==> src/rtl/bch_chien_search_if.sv <==
// Locator-polynomial handshake between the Berlekamp stage (master) and the Chien search (slave).
// oerr_cnt exists only when BCH_CHIEN_ERRCNT_EN is defined.
interface bch_chien_search_if #(
  parameter int m     = 4,
  parameter int t     = 3,
  parameter int PTR_W = 3
);
  localparam int CW = $clog2(t + 2);

  logic                  iloc_poly_val;
  logic [t:0][m-1:0]     iloc_poly;
  logic [PTR_W-1:0]      iloc_poly_ptr;
  logic                  iloc_failed;
  logic                  ordy;
  logic                  oval;
  logic                  osop;
  logic                  oeop;
  logic                  oerr;
  logic                  odecfail;
`ifdef BCH_CHIEN_ERRCNT_EN
  logic [CW-1:0]         oerr_cnt;
`endif

  modport master (
    output iloc_poly_val, iloc_poly, iloc_poly_ptr, iloc_failed,
`ifdef BCH_CHIEN_ERRCNT_EN
    input  oerr_cnt,
`endif
    input  ordy, oval, osop, oeop, oerr, odecfail
  );

  modport slave (
    input  iloc_poly_val, iloc_poly, iloc_poly_ptr, iloc_failed,
`ifdef BCH_CHIEN_ERRCNT_EN
    output oerr_cnt,
`endif
    output ordy, oval, osop, oeop, oerr, odecfail
  );
endinterface

==> src/rtl/bch_chien_search.sv <==
// Sequential Chien search: one codeword position per clock, MSB first, with end-of-frame failure check.
// Optional macro BCH_CHIEN_ERRCNT_EN adds the saturated root-count output oerr_cnt.
module bch_chien_search #(
  parameter int         m       = 4,
  parameter int         n       = 15,
  parameter int         t       = 3,
  parameter logic [m:0] irrpoly = 5'b10011,
  parameter int         PTR_W   = 3
) (
  input  logic                 iclk,
  input  logic                 ireset,
  bch_chien_search_if.slave    loc
);
  localparam int NF    = 2**m - 1;
  localparam int CW    = $clog2(t + 2);
  localparam int KW    = (n > 1) ? $clog2(n) : 1;
  localparam int SHIFT = NF - n + 1;

  typedef enum logic {IDLE, SEARCH} state_e;

  state_e            state_q, state_d;
  logic [t:0][m-1:0] r_q, r_d;
  logic [KW-1:0]     k_q, k_d;
  logic              failed_q, failed_d;
  logic [CW-1:0]     deg_q, deg_d;
  logic [CW-1:0]     rootCnt_q, rootCnt_d;
  logic [PTR_W-1:0]  ptr_q, ptr_d;

  logic [m-1:0]      evalSum;
  logic              hit;
  logic              lastPos;
  logic              loadEn;
  logic              rdy;
  logic [CW-1:0]     cntNext;
  logic [CW-1:0]     loadDeg;

  function automatic logic [m-1:0] xtime(input logic [m-1:0] a);
    return {a[m-2:0], 1'b0} ^ (a[m-1] ? irrpoly[m-1:0] : '0);
  endfunction

  function automatic logic [m-1:0] gfMul(input logic [m-1:0] a, input logic [m-1:0] b);
    logic [m-1:0] acc;
    logic [m-1:0] sh;
    acc = '0;
    sh  = a;
    for (int j = 0; j < m; j++) begin
      if (b[j]) acc = acc ^ sh;
      sh = xtime(sh);
    end
    return acc;
  endfunction

  // Only ever called with elaboration-time exponents, so it folds to a constant.
  function automatic logic [m-1:0] alphaPow(input int e);
    logic [m-1:0] p;
    int           em;
    p  = {{(m-1){1'b0}}, 1'b1};
    em = e % NF;
    for (int j = 0; j < NF; j++) begin
      if (j < em) p = xtime(p);
    end
    return p;
  endfunction

  always_comb begin
    evalSum = '0;
    for (int i = 0; i <= t; i++) evalSum = evalSum ^ r_q[i];
  end

  always_comb begin
    loadDeg = '0;
    for (int i = 0; i <= t; i++) begin
      if (loc.iloc_poly[i] != '0) loadDeg = CW'(i);
    end
  end

  assign hit     = (state_q == SEARCH) && (evalSum == '0);
  assign lastPos = (state_q == SEARCH) && (k_q == KW'(n - 1));
  assign cntNext = (hit && (rootCnt_q != CW'(t + 1))) ? rootCnt_q + 1'b1 : rootCnt_q;
  assign rdy     = (state_q == IDLE) || lastPos;
  assign loadEn  = loc.iloc_poly_val && rdy;

  // A load on the final search cycle starts the next frame with no idle gap.
  always_comb begin
    state_d   = state_q;
    r_d       = r_q;
    k_d       = k_q;
    failed_d  = failed_q;
    deg_d     = deg_q;
    rootCnt_d = rootCnt_q;
    ptr_d     = ptr_q;
    if (state_q == SEARCH) begin
      for (int i = 0; i <= t; i++) r_d[i] = gfMul(r_q[i], alphaPow(i));
      k_d       = k_q + 1'b1;
      rootCnt_d = cntNext;
      if (lastPos) state_d = IDLE;
    end
    if (loadEn) begin
      state_d   = SEARCH;
      k_d       = '0;
      rootCnt_d = '0;
      failed_d  = loc.iloc_failed | (loc.iloc_poly[0] == '0);
      deg_d     = loadDeg;
      ptr_d     = loc.iloc_poly_ptr;
      for (int i = 0; i <= t; i++) r_d[i] = gfMul(loc.iloc_poly[i], alphaPow(i * SHIFT));
    end
  end

  always_ff @(posedge iclk or posedge ireset) begin
    if (ireset) begin
      state_q   <= IDLE;
      r_q       <= '0;
      k_q       <= '0;
      failed_q  <= 1'b0;
      deg_q     <= '0;
      rootCnt_q <= '0;
      ptr_q     <= '0;
    end else begin
      state_q   <= state_d;
      r_q       <= r_d;
      k_q       <= k_d;
      failed_q  <= failed_d;
      deg_q     <= deg_d;
      rootCnt_q <= rootCnt_d;
      ptr_q     <= ptr_d;
    end
  end

  assign loc.ordy     = rdy;
  assign loc.oval     = (state_q == SEARCH);
  assign loc.osop     = (state_q == SEARCH) && (k_q == '0);
  assign loc.oeop     = lastPos;
  assign loc.oerr     = hit;
  assign loc.odecfail = lastPos && (failed_q || (cntNext != deg_q));
`ifdef BCH_CHIEN_ERRCNT_EN
  assign loc.oerr_cnt = lastPos ? cntNext : '0;
`endif
endmodule

==> src/flat_wrapper.sv <==
// flat-port wrapper written by rule: the top's interface ports become plain ports
module bch_chien_search_flat 
#(
  parameter int         m       = 4,
  parameter int         n       = 15,
  parameter int         t       = 3,
  parameter logic [m:0] irrpoly = 5'b10011,
  parameter int         PTR_W   = 3
)
  (iclk, ireset, loc_iloc_poly_val, loc_iloc_poly, loc_iloc_poly_ptr, loc_iloc_failed, loc_ordy, loc_oval, loc_osop, loc_oeop, loc_oerr, loc_odecfail);
  bch_chien_search_if #(.m(m), .t(t), .PTR_W(PTR_W)) loc_i ();
  input  logic iclk;
  input  logic ireset;
  input wire logic [$bits(loc_i.iloc_poly_val)-1:0] loc_iloc_poly_val;
  input wire logic [$bits(loc_i.iloc_poly)-1:0] loc_iloc_poly;
  input wire logic [$bits(loc_i.iloc_poly_ptr)-1:0] loc_iloc_poly_ptr;
  input wire logic [$bits(loc_i.iloc_failed)-1:0] loc_iloc_failed;
  output wire logic [$bits(loc_i.ordy)-1:0] loc_ordy;
  output wire logic [$bits(loc_i.oval)-1:0] loc_oval;
  output wire logic [$bits(loc_i.osop)-1:0] loc_osop;
  output wire logic [$bits(loc_i.oeop)-1:0] loc_oeop;
  output wire logic [$bits(loc_i.oerr)-1:0] loc_oerr;
  output wire logic [$bits(loc_i.odecfail)-1:0] loc_odecfail;
  assign loc_i.iloc_poly_val = loc_iloc_poly_val;
  assign loc_i.iloc_poly = loc_iloc_poly;
  assign loc_i.iloc_poly_ptr = loc_iloc_poly_ptr;
  assign loc_i.iloc_failed = loc_iloc_failed;
  assign loc_ordy = loc_i.ordy;
  assign loc_oval = loc_i.oval;
  assign loc_osop = loc_i.osop;
  assign loc_oeop = loc_i.oeop;
  assign loc_oerr = loc_i.oerr;
  assign loc_odecfail = loc_i.odecfail;
  bch_chien_search #(.m(m), .n(n), .t(t), .irrpoly(irrpoly), .PTR_W(PTR_W)) u_core (.iclk(iclk), .ireset(ireset), .loc(loc_i));
endmodule
==> config.mk <==
export PLATFORM = sky130hd
export DESIGN_NAME = bch_chien_search_flat
export DESIGN_NICKNAME = d
export VERILOG_FILES = /design/src/rtl/bch_chien_search_if.sv /design/src/rtl/bch_chien_search.sv /design/src/flat_wrapper.sv
export SDC_FILE = /design/constraint.sdc
export NUM_CORES = 1
export LEC_CHECK = 0
export CAP_MARGIN = 20
export CORE_AREA = 3 3 68 63
export CTS_CLUSTER_SIZE = 28
export DETAILED_ROUTE_END_ITERATION = 10
export DIE_AREA = 0 0 71 66
export GPL_TIMING_DRIVEN = 1
export PLACE_DENSITY = 0.64
export RECOVER_POWER = 100
export SYNTH_ARGS = -nofsm -noshare
export SYNTH_HDL_FRONTEND = slang
export SYNTH_SLANG_ARGS = --single-unit
==> constraint.sdc <==
create_clock -name iclk -period 2.2 [get_ports iclk]
set_input_delay 0.22 -clock iclk [delete_from_list [all_inputs] [get_ports iclk]]
set_output_delay 0.22 -clock iclk [all_outputs]
set_load 0.005 [all_outputs]
==> results of run 1 <==
[power groups by stage]
stage / sequential [µW] / clock (µW) / combinational, µW
after floorplan: 956 / 0 / 1080
after global placement: 941 / 0 / 1720
after detailed placement: 950 / 0 / 1770
after CTS: 946 / 298 / 1830
after global routing: 983 / 323 / 2040
final: 950 / 292 / 1820
[metal layers]
layer | GRT usage | up-vias | wire length, µm | share of wire
met1 | 0.237 | 702 | 1750 | 0.45
met2 | 0.324 | 30 | 1930 | 0.49
met5 | 0 | - | 0 | 0
met3 | 0.0274 | 8 | 171 | 0.044
met4 | 0.0587 | 0 | 71 | 0.018
li1 | - | 708 | - | -
[tightest hold or removal path: stages, from the launching register on]
cell and delay [ns]:
dfrtp_1 0.35, nand2_1 0.05, nand2_1 0.06
[what timing repair did]
item | CTS | global route
hold buffers | 0 | 0
setup endpoints to repair | 2 | 2
resized for setup | 9 | 3
pin swaps | 7 | 2
setup buffers | 2 | 0
[sequential cells by signal (all words and copies together), names as in the netlist]
signal            flops
u_core.loc.oval       1
u_core.rootCnt_q      3
u_core.r_q           16
u_core.deg_q          2
u_core.failed_q       1
u_core.k_q            4
[cell type report]
type,count,share of cell area
Clock buffer,4,0.0206
Inverter,10,0.0172
Multi-Input combinational cell,135,0.419
Sequential cell,27,0.309
Tap cell,46,0.0263
Timing Repair Buffer,55,0.207
[cell families (layout without fill, tap and decap cells)]
family,Yosys count,after routing,synth area share
buffers and inverters,15,69,0.0362
muxes,5,5,0.0347
xor gates and xnor gates,25,25,0.140
DFF,27,27,0.416
and+or+nand+nor,70,70,0.203
adders and majority gates,7,7,0.0540
AOI/OAI and AO/OA,28,28,0.116
[metrics by stage]
| step | area (µm²) | setup WS [ns] |
|---|---|---|
| CTS | 2190 | -0.112 |
| finish | 2180 | -0.0934 |
| detailed placement | 2120 | -0.213 |
| floorplan | 1620 | 0.297 |
| global placement | 2120 | -0.175 |
| global route | 2180 | -0.225 |
[worst paths after layout]
kind / endpoint / slack [ns] / cells after the start
setup / recovery: loc_odecfail / -0.09 / 7
hold / removal: u_core.failed_q / 0.49 / 2
setup reg to reg: u_core.r_q[13] / -0.01 / 7
hold reg to reg: u_core.failed_q / 0.49 / 2
max in group asynchronous: u_core.r_q[11] / 0.42 / 3
min in group asynchronous: u_core.r_q[0] / 0.89 / 3
[layout by cell type, fill, tap and decap left out, drive strengths merged]
cell,count
a41o,1
clkdlybuf4s50,22
a21oi,6
o221ai,2
nor3b,2
nor3,1
or2,1
or4,1
a22oi,6
nand2,33
and2,2
nor4,1
o211ai,2
mux2,5
a31oi,1
and4,1
dlygate4sd2,1
a2111oi,1
nand3b,1
xor2,12
or3b,1
ha,7
xnor2,13
nand3,9
dfrtp,27
clkbuf,11
nor2,13
inv,10
nand2b,1
nand4,3
o21ai,9
dlygate4sd3,1
buf,24
==> results.yml, run 1 <==
cells_and_area:
  multi_input_area_um2: 916
  n_antenna_cell: 0
  seq_area_um2: 676
  finish.net_count: 262
  fillCellCount: 332
  postLayoutCoreUtil: 0.594
  layout.cells.non_filler: 277
  synthToLayoutAreaGrowth_pct: 34.6
  fraction_of_final_layout_cells_sized_beyond_drive_strength_1: 0.190
clock_tree:
  clk_pin_slew_worst_paths_ns: 0.09
  tritoncts: "done"
  clock-root-buffer: "clkbuf_8"
  tritoncts.num_buffers: 3
  tritoncts_num_sinks: 27
  worst_skew_pair.late_latency_ns: 0.28
  cts_buffer_depth: 2
  htree_levels: 1
power_and_ir_drop:
  total_power_of_the_final_layout_uw: 3070
  switching_share: 0.396
  seq_power_share: 0.310
  irDropWorstVdd_mv: 0.698
  internal_power_uw: 1850
  switchingPower_uw: 1210
  power.leakage_uw: 0.00102
  power.density_mw_per_mm2: 1400
  combinationalPowerShare: 0.595
  power.clock.fraction: 0.095
synth:
  synth.ff_latch_count: 27
  syn_inst: 177
  number_of_nets_produced_by_synthesis: 207
  seq_area_frac_synth: 0.416
  post_syn_area_mm2: 0.00162
  netlist.area_leader.share: 0.416
  dominantRegCellSynth: "dfrtp_1"
  ys.warnings.count: 0
  post_synth.cell_area_avg_um2: 9.17
  netlist_top_cells_count: "nand2_1 (33), dfrtp_1 (27), nor2_1 (13)"
  synth_top_area_cell: "dfrtp_1"
  yosys-top-cells-area: "dfrtp_1 (42%), nand2_1 (7.6%), xnor2_1 (6.5%)"
  synthMostInstantiatedCell: "nand2_1"
  postSynth.asyncResetShare: 1.00
  netlist-cell-type-count: 35
  synth-edff-count: 0
global_route:
  grtUsageTotal: 0.186
  antenna_found_initial: 0
  grt_first_pass_wirelength_mm: 6.76
  globalRouteOverflowTotal: 0
  grt_pass1_vias: 1439
  pin_count_of_the_biggest_net_entering_global_routing: 28
setup_path:
  worstPathArrival_ns: 2.07
  worst-path-buf-inv: 1
  crit_chain: "xor2_1 -> xnor2_1 -> and4_4 -> nand3_4 -> a41o_1 -> or3b_1 -> buf_2"
  worstPathMaxFanout: 3
  category_of_cells_accounting_for_the_largest_share_of_critical_path_delay: "simple AND/OR/NAND/NOR gates"
  slowest_stage_cell_crit_path: "dfrtp_1"
  worstSetupEndpointType: "output pin"
  timing.setup.critical_path_class: "reg -> out"
  cp-startpoint: "u_core.r_q[0]"
  worstPathRequired_ns: 1.98
  r2r_start: "u_core.loc.oval"
  crit_path_max_incr_delay_ns: 0.41
  startpoint_type: "flip-flop"
drt:
  post_route_ant_nets: 0
  avgRoutedWirePerCell_um: 14.2
  num_vias: 1448
  drt_first_pass_iters: 4
  drtIter0Drc: 36
  drt-total-wl_mm: 3.92
  post-route-drc-count: 0
  vias_per_cell: 5.23
timing:
  rsz0062_at_grt: "yes"
  drv_slew: 28
  setup_violations: 3
  period_share: 1.04
  timing_worst_slew_pin_value_ns: 1.52
  finalCriticalPeriod_ns: 2.29
  layout_setup_ws_ns: -0.0934
  fmax_mhz: 436
  hold_viol: 0
  final.setup_skew_ns: 0.00267
  tns_ns: -0.112
  fin_hold_ws_ns: 0.493
  max-slew-margin-rel: -0.0152
die:
  floorplan.core_area_mm2: 0.00368
  die-width_um: 71
  die-area_mm2: 0.00469
  start_util: 0.441
  ios: 29
  fp.dieH_um: 66
  num_rows: 21
placed_design:
  dp.final_hpwl_mm: 2.97
  finalWeightedCongestion: 0.857
  io_buffers: 25
  dp_cells: 271
job:
  drv_cap: 1
hold_path:
  hold_class: "reg -> reg"
  worst_min_path_start: "u_core.failed_q"
status:
  failed_checks: "max-capacitance violations, max-slew violations, negative setup slack"
  run_status: "finished with violations"
Power figures use the tool's default switching activity.
==> inputs of run 2 (changes only) <==
--- a/config.mk
+++ b/config.mk
@@ -6,12 +6,12 @@
 export NUM_CORES = 1
 export LEC_CHECK = 0
 export CAP_MARGIN = 20
-export CORE_AREA = 3 3 68 63
+export CORE_AREA = 2 2 67 62
 export CTS_CLUSTER_SIZE = 28
 export DETAILED_ROUTE_END_ITERATION = 10
-export DIE_AREA = 0 0 71 66
+export DIE_AREA = 0 0 69 64
 export GPL_TIMING_DRIVEN = 1
-export PLACE_DENSITY = 0.64
+export PLACE_DENSITY = 0.7
 export RECOVER_POWER = 100
 export SYNTH_ARGS = -nofsm -noshare
 export SYNTH_HDL_FRONTEND = slang
==> results.yml, run 2 (synthesis results as in run 1) <==
timing:
  setup_violations: 2
  final.setup_skew_ns: 0.00688
  layout_setup_ws_ns: -0.160
  drv_slew: 0
  max-slew-margin-rel: 0.0118
  fmax_mhz: 424
  finalCriticalPeriod_ns: 2.36
  hold_viol: 0
  rsz0062_at_grt: "yes"
  timing_worst_slew_pin_value_ns: 1.48
  period_share: 1.07
cells_and_area:
  finish.net_count: 271
  synthToLayoutAreaGrowth_pct: 41.2
  layout_top_registers: "u_core.r_q x16, u_core.k_q x4, u_core.rootCnt_q x3"
  final_cell_mix: "nand2_1 (33), buf_4 (33), dfrtp_1 (27)"
  layout.cells.non_filler: 286
  fraction_of_final_layout_cells_sized_beyond_drive_strength_1: 0.250
  postLayoutCoreUtil: 0.623
  largest_register_ffs: 16
  n_antenna_cell: 0
  top_register: "u_core.r_q"
status:
  run_status: "finished with violations"
  failed_checks: "negative setup slack"
clock_tree:
  tritoncts.num_buffers: 3
  worst_skew_pair.late_latency_ns: 0.27
  clock-root-buffer: "clkbuf_8"
  tritoncts: "done"
  cts_hold_repair.buffers: 0
  htree_levels: 1
  clk_pin_slew_worst_paths_ns: 0.09
  tritoncts_num_sinks: 27
  cts_buffer_depth: 2
die:
  die-width_um: 69
  floorplan.core_area_mm2: 0.00368
  num_rows: 21
  die-area_mm2: 0.00442
  fp.dieH_um: 64
  start_util: 0.441
  ios: 29
placed_design:
  dp_cells: 272
  dp.final_hpwl_mm: 2.69
  finalWeightedCongestion: 0.837
  dp_worst_setup_slack_ns: -0.196
  io_buffers: 25
drt:
  drt_first_pass_iters: 4
  post-route-drc-count: 0
  drtIter0Drc: 48
  drt-total-wl_mm: 3.72
  num_vias: 1463
  avgRoutedWirePerCell_um: 13.0
  post_route_ant_nets: 0
  vias_per_cell: 5.12
global_route:
  globalRouteOverflowTotal: 0
  pin_count_of_the_biggest_net_entering_global_routing: 28
  antenna_found_initial: 0
  grt_first_pass_wirelength_mm: 6.62
  grt_pass1_vias: 1410
  grtUsageTotal: 0.185
setup_path:
  worstPathMaxFanout: 3
  worstPathArrival_ns: 2.14
  worstSetupEndpointType: "output pin"
  startpoint_type: "flip-flop"
  crit_path_max_incr_delay_ns: 0.43
  timing.setup.critical_path_class: "reg -> out"
  slowest_stage_cell_crit_path: "dfrtp_1"
  worst-path-buf-inv: 1
  worstPathRequired_ns: 1.98
  category_of_cells_accounting_for_the_largest_share_of_critical_path_delay: "simple AND/OR/NAND/NOR gates"
  crit_chain: "xnor2_2 -> xnor2_1 -> and4_4 -> nand3_4 -> a41o_1 -> or3b_1 -> buf_2"
power_and_ir_drop:
  irDropWorstVdd_mv: 0.687
  total_power_of_the_final_layout_uw: 3290
  power.leakage_uw: 0.00108
  power.density_mw_per_mm2: 1440
job:
  drv_cap: 0
hold_path:
  hold_class: "reg -> reg"
==> run 2: area by class of cell <==
type / count / area (µm²)
inverter: 10 / 37.5
tap: 46 / 57.6
multi-input combinational: 135 / 947
clock buffer: 4 / 45.0
timing repair buffer: 64 / 528
sequential: 27 / 676
fill: 308 / 1390
==> run 2: power breakdown <==
group,switching [µW],internal (µW)
logic,941,1110
registers,203,749
clock network,155,130
==> run 2: repair_timing <==
item,CTS,global route
setup endpoints to repair,2,3
pin swaps,8,8
cloned,0,0
setup buffers,9,1
gates resized for setup,10,7
==> run 2: metrics by stage <==
step / area (µm²) / TNS (ns) / hold slack [ns]
finish: 2290 / -0.289 / 0.507
global route: 2290 / -0.499 / 0.530
CTS: 2260 / -0.172 / 0.305
detailed placement: 2130 / -0.196 / 0.491
global placement: 2130 / -0.188 / 0.483
floorplan: 1620 / 0 / 0.273
==> run 2: per-layer routing <==
layer | track usage | part of all wire
met2 | 0.298 | 0.49
met5 | 0 | 0
met1 | 0.254 | 0.45
met3 | 0.0331 | 0.046
met4 | 0.0564 | 0.013
==> run 2: worst reg2reg max path, delay by kind of cell (launching register included) <==
kind | cells | cell delay, ns
buf+inv | 8 | 0.98
flops | 1 | 0.43
xor+xnor | 2 | 0.39
simple gates | 2 | 0.37
compound gates | 1 | 0.11
==> run 2: worst paths after layout <==
| kind | start | end | slack [ns] | cells after the start |
|---|---|---|---|---|
| min in group asynchronous | ireset | u_core.failed_q | 0.87 | 3 |
| max | u_core.r_q[2] | loc_odecfail | -0.16 | 7 |
| max in group asynchronous | ireset | u_core.r_q[10] | 0.46 | 3 |
| min | u_core.failed_q | u_core.failed_q | 0.51 | 2 |
| max reg2reg | u_core.r_q[2] | u_core.rootCnt_q[1] | -0.13 | 13 |
| min reg2reg | u_core.failed_q | u_core.failed_q | 0.51 | 2 |
